[config.mk]
export PLATFORM = sky130hd
export DESIGN_NAME = countdown_timer
export DESIGN_NICKNAME = d
export VERILOG_FILES = /design/src/rtl/countdown_pkg.sv /design/src/rtl/countdown_timer_tick_gen.sv /design/src/rtl/countdown_timer.sv
export SDC_FILE = /design/constraint.sdc
export NUM_CORES = 1
export LEC_CHECK = 0
export ABC_AREA = 1
export CAP_MARGIN = 5
export CORE_ASPECT_RATIO = 1.1
export CORE_UTILIZATION = 40
export CTS_BUF_LIST = sky130_fd_sc_hd__clkbuf_16
export DETAILED_ROUTE_END_ITERATION = 6
export REMOVE_ABC_BUFFERS = 1
export SYNTH_ARGS = -nofsm -noshare
export SYNTH_HDL_FRONTEND = slang
export SYNTH_SLANG_ARGS = --single-unit
[constraint.sdc]
create_clock -name clk -period 3.4 [get_ports clk]
set_input_delay 0.68 -clock clk [delete_from_list [all_inputs] [get_ports clk]]
set_output_delay 0.68 -clock clk [all_outputs]
set_load 0.05 [all_outputs]
[src/rtl/countdown_pkg.sv]
// Shared types and BCD limit constants for the countdown timer.
package countdown_pkg;

  typedef enum logic [1:0] {
    ST_IDLE  = 2'd0,
    ST_RUN   = 2'd1,
    ST_PAUSE = 2'd2,
    ST_DONE  = 2'd3
  } state_t;

  localparam logic [3:0] BCD_ONES_MAX = 4'd9;
  localparam logic [2:0] BCD_TENS_MAX = 3'd5;
  localparam logic [6:0] BCD_59       = 7'h59;

endpackage

[src/rtl/countdown_timer_tick_gen.sv]
// Prescaler: counts clk cycles while enabled and flags one cycle per TICK_DIV.
module tick_gen #(
  parameter int TICK_DIV = 50000
) (
  input  logic clk,
  input  logic rst,
  input  logic en,
  input  logic clr,
  output logic tick
);

  localparam int CW = (TICK_DIV > 2) ? $clog2(TICK_DIV) : 1;
  localparam logic [CW-1:0] LAST = CW'(TICK_DIV - 1);

  logic [CW-1:0] cnt;

  always_ff @(posedge clk) begin
    if (rst || clr) begin
      cnt <= '0;
    end else if (en) begin
      cnt <= (cnt == LAST) ? '0 : cnt + 1'b1;
    end
  end

  // tick marks the cycle whose closing edge wraps the count
  assign tick = en && (cnt == LAST);

endmodule

[src/rtl/countdown_timer.sv]
// BCD hh:mm:ss countdown timer with load/start/pause control.
// Optional feature: define COUNTDOWN_AUTO_RELOAD_EN to restart from the last loaded value on expiry.
module countdown_timer
  import countdown_pkg::*;
#(
  parameter int TICK_DIV = 50000,
  parameter int HR_MAX   = 11
) (
  input  logic       clk,
  input  logic       rst,
  input  logic       load,
  input  logic [4:0] ld_hr,
  input  logic [6:0] ld_min,
  input  logic [6:0] ld_sec,
  input  logic       start,
  input  logic       pause,
  output logic [4:0] hr,
  output logic [6:0] min,
  output logic [6:0] sec,
  output logic       running,
  output logic       done,
  output logic       expired
);

  localparam logic [4:0] HR_MAX_BIN = 5'(HR_MAX);
  localparam logic [4:0] HR_MAX_BCD = (HR_MAX >= 10) ? {1'b1, 4'(HR_MAX - 10)}
                                                     : {1'b0, 4'(HR_MAX)};

  function automatic logic [6:0] clamp_ms(input logic [6:0] v);
    if (v[6:4] > BCD_TENS_MAX || v[3:0] > BCD_ONES_MAX) return BCD_59;
    return v;
  endfunction

  function automatic logic [4:0] clamp_hr(input logic [4:0] v);
    logic [4:0] bin;
    bin = {1'b0, v[3:0]} + (v[4] ? 5'd10 : 5'd0);
    if (v[3:0] > BCD_ONES_MAX || bin > HR_MAX_BIN) return HR_MAX_BCD;
    return v;
  endfunction

  // 00 wraps to 59; the caller propagates the borrow upward
  function automatic logic [6:0] dec_ms(input logic [6:0] v);
    if (v[3:0] != 4'd0) return {v[6:4], v[3:0] - 4'd1};
    if (v[6:4] != 3'd0) return {v[6:4] - 3'd1, BCD_ONES_MAX};
    return BCD_59;
  endfunction

  function automatic logic [4:0] dec_hr(input logic [4:0] v);
    if (v[3:0] != 4'd0) return {v[4], v[3:0] - 4'd1};
    if (v[4]) return {1'b0, BCD_ONES_MAX};
    return 5'd0;
  endfunction

  state_t     state, state_n;
  logic [4:0] hr_q, hr_n, hr_d;
  logic [6:0] min_q, min_n, min_d;
  logic [6:0] sec_q, sec_n, sec_d;
  logic       done_q, done_n;
  logic       tick;
  logic       time_zero, dec_zero;

`ifdef COUNTDOWN_AUTO_RELOAD_EN
  logic [4:0] rl_hr;
  logic [6:0] rl_min, rl_sec;
  logic       rl_zero;
  assign rl_zero = (rl_hr == 5'd0) && (rl_min == 7'd0) && (rl_sec == 7'd0);
`endif

  tick_gen #(.TICK_DIV(TICK_DIV)) u_tick_gen (
    .clk  (clk),
    .rst  (rst),
    .en   (state == ST_RUN),
    .clr  (load),
    .tick (tick)
  );

  always_comb begin
    sec_d = dec_ms(sec_q);
    min_d = min_q;
    hr_d  = hr_q;
    if (sec_q == 7'd0) begin
      min_d = dec_ms(min_q);
      if (min_q == 7'd0) hr_d = dec_hr(hr_q);
    end
  end

  assign time_zero = (hr_q == 5'd0) && (min_q == 7'd0) && (sec_q == 7'd0);
  assign dec_zero  = (hr_d == 5'd0) && (min_d == 7'd0) && (sec_d == 7'd0);

  always_comb begin
    state_n = state;
    hr_n    = hr_q;
    min_n   = min_q;
    sec_n   = sec_q;
    done_n  = 1'b0;
    if (load) begin
      state_n = ST_IDLE;
      hr_n    = clamp_hr(ld_hr);
      min_n   = clamp_ms(ld_min);
      sec_n   = clamp_ms(ld_sec);
    end else begin
      case (state)
        ST_IDLE, ST_PAUSE: begin
          if (start && !time_zero) state_n = ST_RUN;
        end
        ST_RUN: begin
          if (tick) begin
            hr_n  = hr_d;
            min_n = min_d;
            sec_n = sec_d;
          end
          // expiry outranks a pause arriving on the same edge
          if (tick && dec_zero) begin
            done_n = 1'b1;
`ifdef COUNTDOWN_AUTO_RELOAD_EN
            if (rl_zero) begin
              state_n = ST_DONE;
            end else begin
              hr_n  = rl_hr;
              min_n = rl_min;
              sec_n = rl_sec;
            end
`else
            state_n = ST_DONE;
`endif
          end else if (pause) begin
            state_n = ST_PAUSE;
          end
        end
        default: state_n = state;
      endcase
    end
  end

  always_ff @(posedge clk) begin
    if (rst) begin
      state  <= ST_IDLE;
      hr_q   <= '0;
      min_q  <= '0;
      sec_q  <= '0;
      done_q <= 1'b0;
    end else begin
      state  <= state_n;
      hr_q   <= hr_n;
      min_q  <= min_n;
      sec_q  <= sec_n;
      done_q <= done_n;
    end
  end

`ifdef COUNTDOWN_AUTO_RELOAD_EN
  always_ff @(posedge clk) begin
    if (rst) begin
      rl_hr  <= '0;
      rl_min <= '0;
      rl_sec <= '0;
    end else if (load) begin
      rl_hr  <= clamp_hr(ld_hr);
      rl_min <= clamp_ms(ld_min);
      rl_sec <= clamp_ms(ld_sec);
    end
  end
`endif

  assign hr      = hr_q;
  assign min     = min_q;
  assign sec     = sec_q;
  assign running = (state == ST_RUN);
  assign expired = (state == ST_DONE);
  assign done    = done_q;

endmodule

==> impl_metrics.py, run 1 <==
metrics = {
    "die": {
        "start_util": 0.419,
        "rows": 29,
        "dieArea_mm2": 0.00639,
        "chipWidth_um": 76.3,
        "core_area_mm2": 0.00581,
        "pin_count": 46,
        "dieHeight_um": 83.8,
    },
    "final_layout": {
        "drive_gt1_frac": 0.0829,
        "fin_nets": 450,
        "ff_latch_area_um2": 761,
        "diodes": 0,
        "multi_input_area_mm2": 0.00146,
        "n_fill_cell": 607,
        "stdcell_area_mm2": 0.00310,
        "area_growth_pct": 27.6,
    },
    "timing": {
        "finalCritPeriodShare": 0.765,
        "skew_ns": 0.00644,
        "drv_slew": 0,
        "setup_viol": 0,
        "rsz0062_at_grt": "false",
        "fin_crit_ns": 2.60,
        "max_freq_mhz": 385,
        "max_slew_margin": 0.558,
        "worstMarginPinSlew_ns": 0.660,
        "hold_viol_final": 0,
        "tns_ns": 0,
    },
    "placed_design": {
        "port_buffers": 45,
        "dpl.hpwl_um": 4780,
        "dpl_cell_area_mm2": 0.00297,
        "gp_congestion": 0.817,
    },
    "global_route": {
        "grt_usage": 0.209,
        "grt_pass1_wl_um": 10700,
        "grt_max_degree": 23,
        "grt-ovfl-total": 0,
        "grt_pass1_vias": 2315,
        "antenna_found_initial": 0,
    },
    "setup_path": {
        "cp_data_arrival_time_ns": 1.92,
        "r2r-start": "min[4]",
        "r2r_cells": 13,
        "critPathKind": "flop to output port",
        "r2r-end": "state[1]",
        "rrSetupSlack_ns": 1.29,
        "critPathRequiredTime_ns": 2.72,
        "worstSetupEndpointType": "output port",
        "start_kind": "flop",
        "path_max_fanout": 9,
    },
    "logic_synthesis": {
        "yosys.area_share.adder": 0.0257,
        "synth_most_common_cell": "nand2_1",
        "synth-compound-area-share": 0.182,
        "synth_top_family_by_area": "simple AND/OR/NAND/NOR gates",
        "synth_warnings": 0,
        "synth_common_cells": "nand2_1 (78), inv_1 (46), nor2_1 (40)",
        "ys_types": 41,
        "syn_avg_cell_area_um2": 6.54,
        "yosysTopAreaCell": "dfxtp_1",
        "synth-main-ff-cell": "dfxtp_1",
        "synth_seq_cells": 38,
        "yosys.area_share.simple": 0.380,
        "synth_top_area_frac": 0.313,
        "synth_edf_count": 0,
        "async_flop_share": 0,
        "yosysSeqAreaShare": 0.313,
        "synth.area.mux_share": 0,
        "synthTopCellsByArea": "dfxtp_1 (31%), nand2_1 (12%), inv_1 (7.1%)",
        "syn-cell-area_mm2": 0.00243,
        "synth_xor_area_frac": 0.0108,
        "syn_inst": 372,
    },
    "pwr": {
        "power.switching_uw": 401,
        "power_per_cell_area_mw_per_mm2": 401,
        "seq_power_share": 0.389,
        "ir_drop_uv": 268,
        "p_comb_frac": 0.258,
        "leakage_uw": 0.00121,
        "pwr-share-clk": 0.353,
        "p_sw_frac": 0.323,
        "p_int_uw": 843,
    },
    "min_path": {
        "holdPathStages": 1,
        "holdPathEnd": "u_tick_gen.cnt[15]",
        "holdCritPathClass": "flop to flop",
        "hp-start": "u_tick_gen.cnt[15]",
    },
    "clocking": {
        "path_clk_slew_ns": 0.05,
        "cts_root_buffer": "clkbuf_16",
        "cts-resized-gates": 0,
        "clock_sinks": 38,
        "clock_path_buffers": 2,
        "cts_buffers": 5,
        "ctsHoldBuffers": 0,
        "cts_setup_buffers": 0,
        "clk_latency_ns": 0.28,
        "cts_tree": "built",
        "htree_levels": 2,
    },
    "routing": {
        "drc": 0,
        "antenna_left": 0,
        "vias": 2512,
        "drtPass1Iterations": 4,
        "drtIter0Drc": 88,
        "totalWireLength_um": 6280,
        "avgRoutedWirePerCell_um": 12.6,
        "via_per_inst": 5.03,
    },
    "status": {
        "outcome": "finished, final reports clean",
    },
    "flow_run": {
        "cap_violations": 0,
    },
}
[critical path: stages, from the launching register on]
cell and delay, ns:
dfxtp_1 0.35, inv_1 0.06, nand2_2 0.16, clkinv_1 0.29, clkdlybuf4s50_1 0.79
[metrics by stage]
stage,instances,hold WS [ns],setup WS (ns),utilization,total power (uW)
final,499,0.464,0.800,0.534,1240
after global routing,499,0.501,0.662,0.534,1320
after CTS,499,0.465,0.786,0.534,1260
after detailed placement,491,0.446,0.881,0.511,815
after global placement,491,0.446,0.929,0.511,815
after floorplan,366,0.422,1.35,-,706
[cell type report]
type	count	area share
flip-flops and latches	38	0.245
clock inverters	3	0.00403
clock buffers	5	0.0403
inverters	48	0.0581
repair buffers	48	0.152
multi-input cells	280	0.469
well taps	77	0.0310
[metal layers]
layer  track usage  routed length (um)  up-vias
met4        0.0629                  85        0
met2         0.332                2870       44
li1              -                   -     1352
met3        0.0514                 310       10
met1         0.278                3010     1106
met5             0                   0        -
[state kept, by name, summed over array words and instances, names as in the netlist]
| signal | cells |
|---|---|
| state | 2 |
| hr | 5 |
| sec | 7 |
| u_tick_gen.cnt | 16 |
| done | 1 |
| min | 7 |
[worst max path at each step]
stage	start	end	slack [ns]
after floorplan	min[4]	state[1]	1.35
after global placement	load	u_tick_gen.cnt[9]	0.93
after detailed placement	ld_hr[1]	hr[3]	0.88
after CTS	state[1]	running	0.79
after global routing	state[1]	running	0.66
final	state[1]	running	0.80
[power by group through the flow]
stage / clock network (uW) / registers (uW) / logic (uW)
final: 439 / 484 / 321
after floorplan: 0 / 540 / 165
after CTS: 456 / 484 / 323
after global placement: 0 / 494 / 321
after global routing: 475 / 486 / 356
after detailed placement: 0 / 494 / 321
[kinds of logic after synthesis]
kind of cell,Yosys count
AO/OA/AOI/OAI,77
flip-flops,38
XOR/XNOR,3
buffers and inverters,54
adder cells (fa/ha/maj),5
AND/OR/NAND/NOR,195
[cells in the final DEF, fill, tap and decap left out, drive strengths merged]
master,synthesis,layout
o21ai,34,34
a32oi,2,2
o311ai,2,2
clkbuf,4,5
a211oi,2,2
a21oi,22,22
a31oi,7,7
ha,5,5
xor2,3,3
and3,1,1
nor4,2,2
o31ai,1,1
dfxtp,38,38
nand3b,2,2
inv,47,48
a21boi,1,1
or2,2,2
a22oi,1,1
clkinv,1,3
nand3,31,31
nor2,50,50
clkdlybuf4s50,0,45
a2bb2oi,1,1
buf,2,3
o22ai,3,3
nand2,85,85
nand4,9,9
o211ai,1,1
nor3b,1,1
nor3,12,12
Note: power is estimated with default switching activity, not from simulation.
==> run 2: changes to the inputs <==
Settings changed: PLACE_DENSITY set to 0.66.
Clock period 3.4 ns to 2.12 ns, I/O delays scaled along.
==> impl_metrics.py, run 2 (synthesized netlist as in run 1, its figures left out) <==
metrics = {
    "placed_design": {
        "dp_slack_ns": -0.126,
        "dpl.hpwl_um": 5180,
        "port_buffers": 45,
        "gp_congestion": 0.822,
        "post-place-cells": 508,
    },
    "timing": {
        "finalCritPeriodShare": 0.948,
        "holdWs_ns": 0.453,
        "rsz0062_at_grt": "false",
        "setup_ws_ns": 0.109,
        "drv_slew": 0,
        "worstMarginPinSlew_ns": 0.511,
        "hold_viol_final": 0,
        "max_slew_margin": 0.658,
        "setup_viol": 0,
        "fin_crit_ns": 2.01,
        "max_freq_mhz": 497,
        "skew_ns": 0.00348,
    },
    "pwr": {
        "seq_power_share": 0.371,
        "p_int_uw": 1390,
        "ir_drop_uv": 456,
        "leakage_uw": 0.00130,
        "p_sw_frac": 0.331,
        "power_per_cell_area_mw_per_mm2": 634,
        "power_uw": 2080,
        "p_comb_frac": 0.280,
        "power.switching_uw": 687,
        "pwr-share-clk": 0.349,
    },
    "setup_path": {
        "path_cells": "clkdlybuf4s50_1",
        "start_kind": "flop",
        "critPathKind": "flop to output port",
        "path_max_fanout": 6,
        "cp_data_arrival_time_ns": 1.59,
        "critPathRequiredTime_ns": 1.70,
        "critPathSlowestCell": "clkdlybuf4s50_1",
        "cp.depth": 1,
        "r2r_cells": 13,
        "worstSetupEndpointType": "output port",
        "path_buf_inv": 1,
        "cp_top_family": "buffers and inverters",
        "crit_path_max_incr_delay_ns": 0.85,
    },
    "global_route": {
        "grt_max_degree": 20,
        "grt-ovfl-total": 0,
        "grt_pass1_vias": 2529,
        "antenna_found_initial": 0,
        "grt_pass1_wl_um": 11300,
        "grt_usage": 0.218,
    },
    "clocking": {
        "cts_root_buffer": "clkbuf_16",
        "path_clk_slew_ns": 0.06,
        "cts_buffers": 5,
        "clock_path_buffers": 2,
        "htree_levels": 2,
        "clock_sinks": 38,
        "clk_latency_ns": 0.28,
        "cts_tree": "built",
    },
    "flow_run": {
        "cap_violations": 0,
    },
    "die": {
        "pin_count": 46,
        "core_area_mm2": 0.00581,
        "dieArea_mm2": 0.00639,
        "dieHeight_um": 83.8,
        "rows": 29,
        "chipWidth_um": 76.3,
        "start_util": 0.419,
    },
    "min_path": {
        "holdPathStages": 1,
        "holdCritPathClass": "flop to flop",
    },
    "routing": {
        "vias": 2700,
        "drc": 0,
        "antenna_left": 0,
        "via_per_inst": 5.20,
        "drtIter0Drc": 96,
        "avgRoutedWirePerCell_um": 13.0,
        "totalWireLength_um": 6730,
        "drtPass1Iterations": 4,
    },
    "final_layout": {
        "stdcell_count": 519,
        "regMostFlops": "u_tick_gen.cnt",
        "drive_gt1_frac": 0.140,
        "multi_input_area_mm2": 0.00149,
        "n_fill_cell": 610,
        "diodes": 0,
        "fin_util": 0.565,
        "final_cell_mix": "nand2_1 (78), inv_1 (46), clkdlybuf4s50_1 (44), nor2_1 (38), dfxtp_1 (38)",
        "ff_latch_area_um2": 761,
        "area_growth_pct": 35.0,
        "final_common_cell": "nand2_1",
        "largest_register_ffs": 16,
        "fin_nets": 470,
    },
    "status": {
        "outcome": "finished, final reports clean",
    },
}
## run 2: stage by stage
| stage | instance area, um^2 | setup TNS, ns |
|---|---|---|
| finish | 3280 | 0 |
| global route | 3280 | 0 |
| CTS | 3230 | 0 |
| detailed placement | 3090 | -0.369 |
| global placement | 3090 | -0.113 |
| floorplan | 2400 | 0 |
## run 2: layout make-up
type,count,share of cell area
Tap cell,77,0.0294
Inverter,48,0.0549
Clock inverter,3,0.00496
Multi-Input combinational cell,281,0.454
Clock buffer,5,0.0381
Timing Repair Buffer,67,0.187
Sequential cell,38,0.232
## run 2: power by group through the flow
stage / Combinational (uW) / Clock [uW] / Sequential, uW
2_1_floorplan: 265 / 0 / 867
5_1_grt: 635 / 766 / 777
4_1_cts: 553 / 739 / 772
6_report: 581 / 725 / 772
3_5_place_dp: 550 / 0 / 788
3_3_place_gp: 544 / 0 / 788
## run 2: repair_timing
item	4_1_cts	5_1_grt
gates resized for setup	0	7
hold buffers	0	0
setup endpoints to repair	0	5
buffers inserted	0	2
## run 2: path summary, 6_finish.rpt
path / startpoint / to / slack [ns]
setup reg to reg: min[5] / state[1] / 0.20
setup / recovery: sec[0] / sec[0] / 0.11
hold / removal: u_tick_gen.cnt[15] / u_tick_gen.cnt[15] / 0.45
hold reg to reg: u_tick_gen.cnt[15] / u_tick_gen.cnt[15] / 0.45
## run 2: routing by layer
layer / GRT usage / vias to the layer above / part of all wire
li1: - / 1393 / -
met1: 0.268 / 1215 / 0.45
met2: 0.367 / 77 / 0.47
met3: 0.0415 / 15 / 0.054
met4: 0.0962 / 0 / 0.023
met5: 0 / - / 0
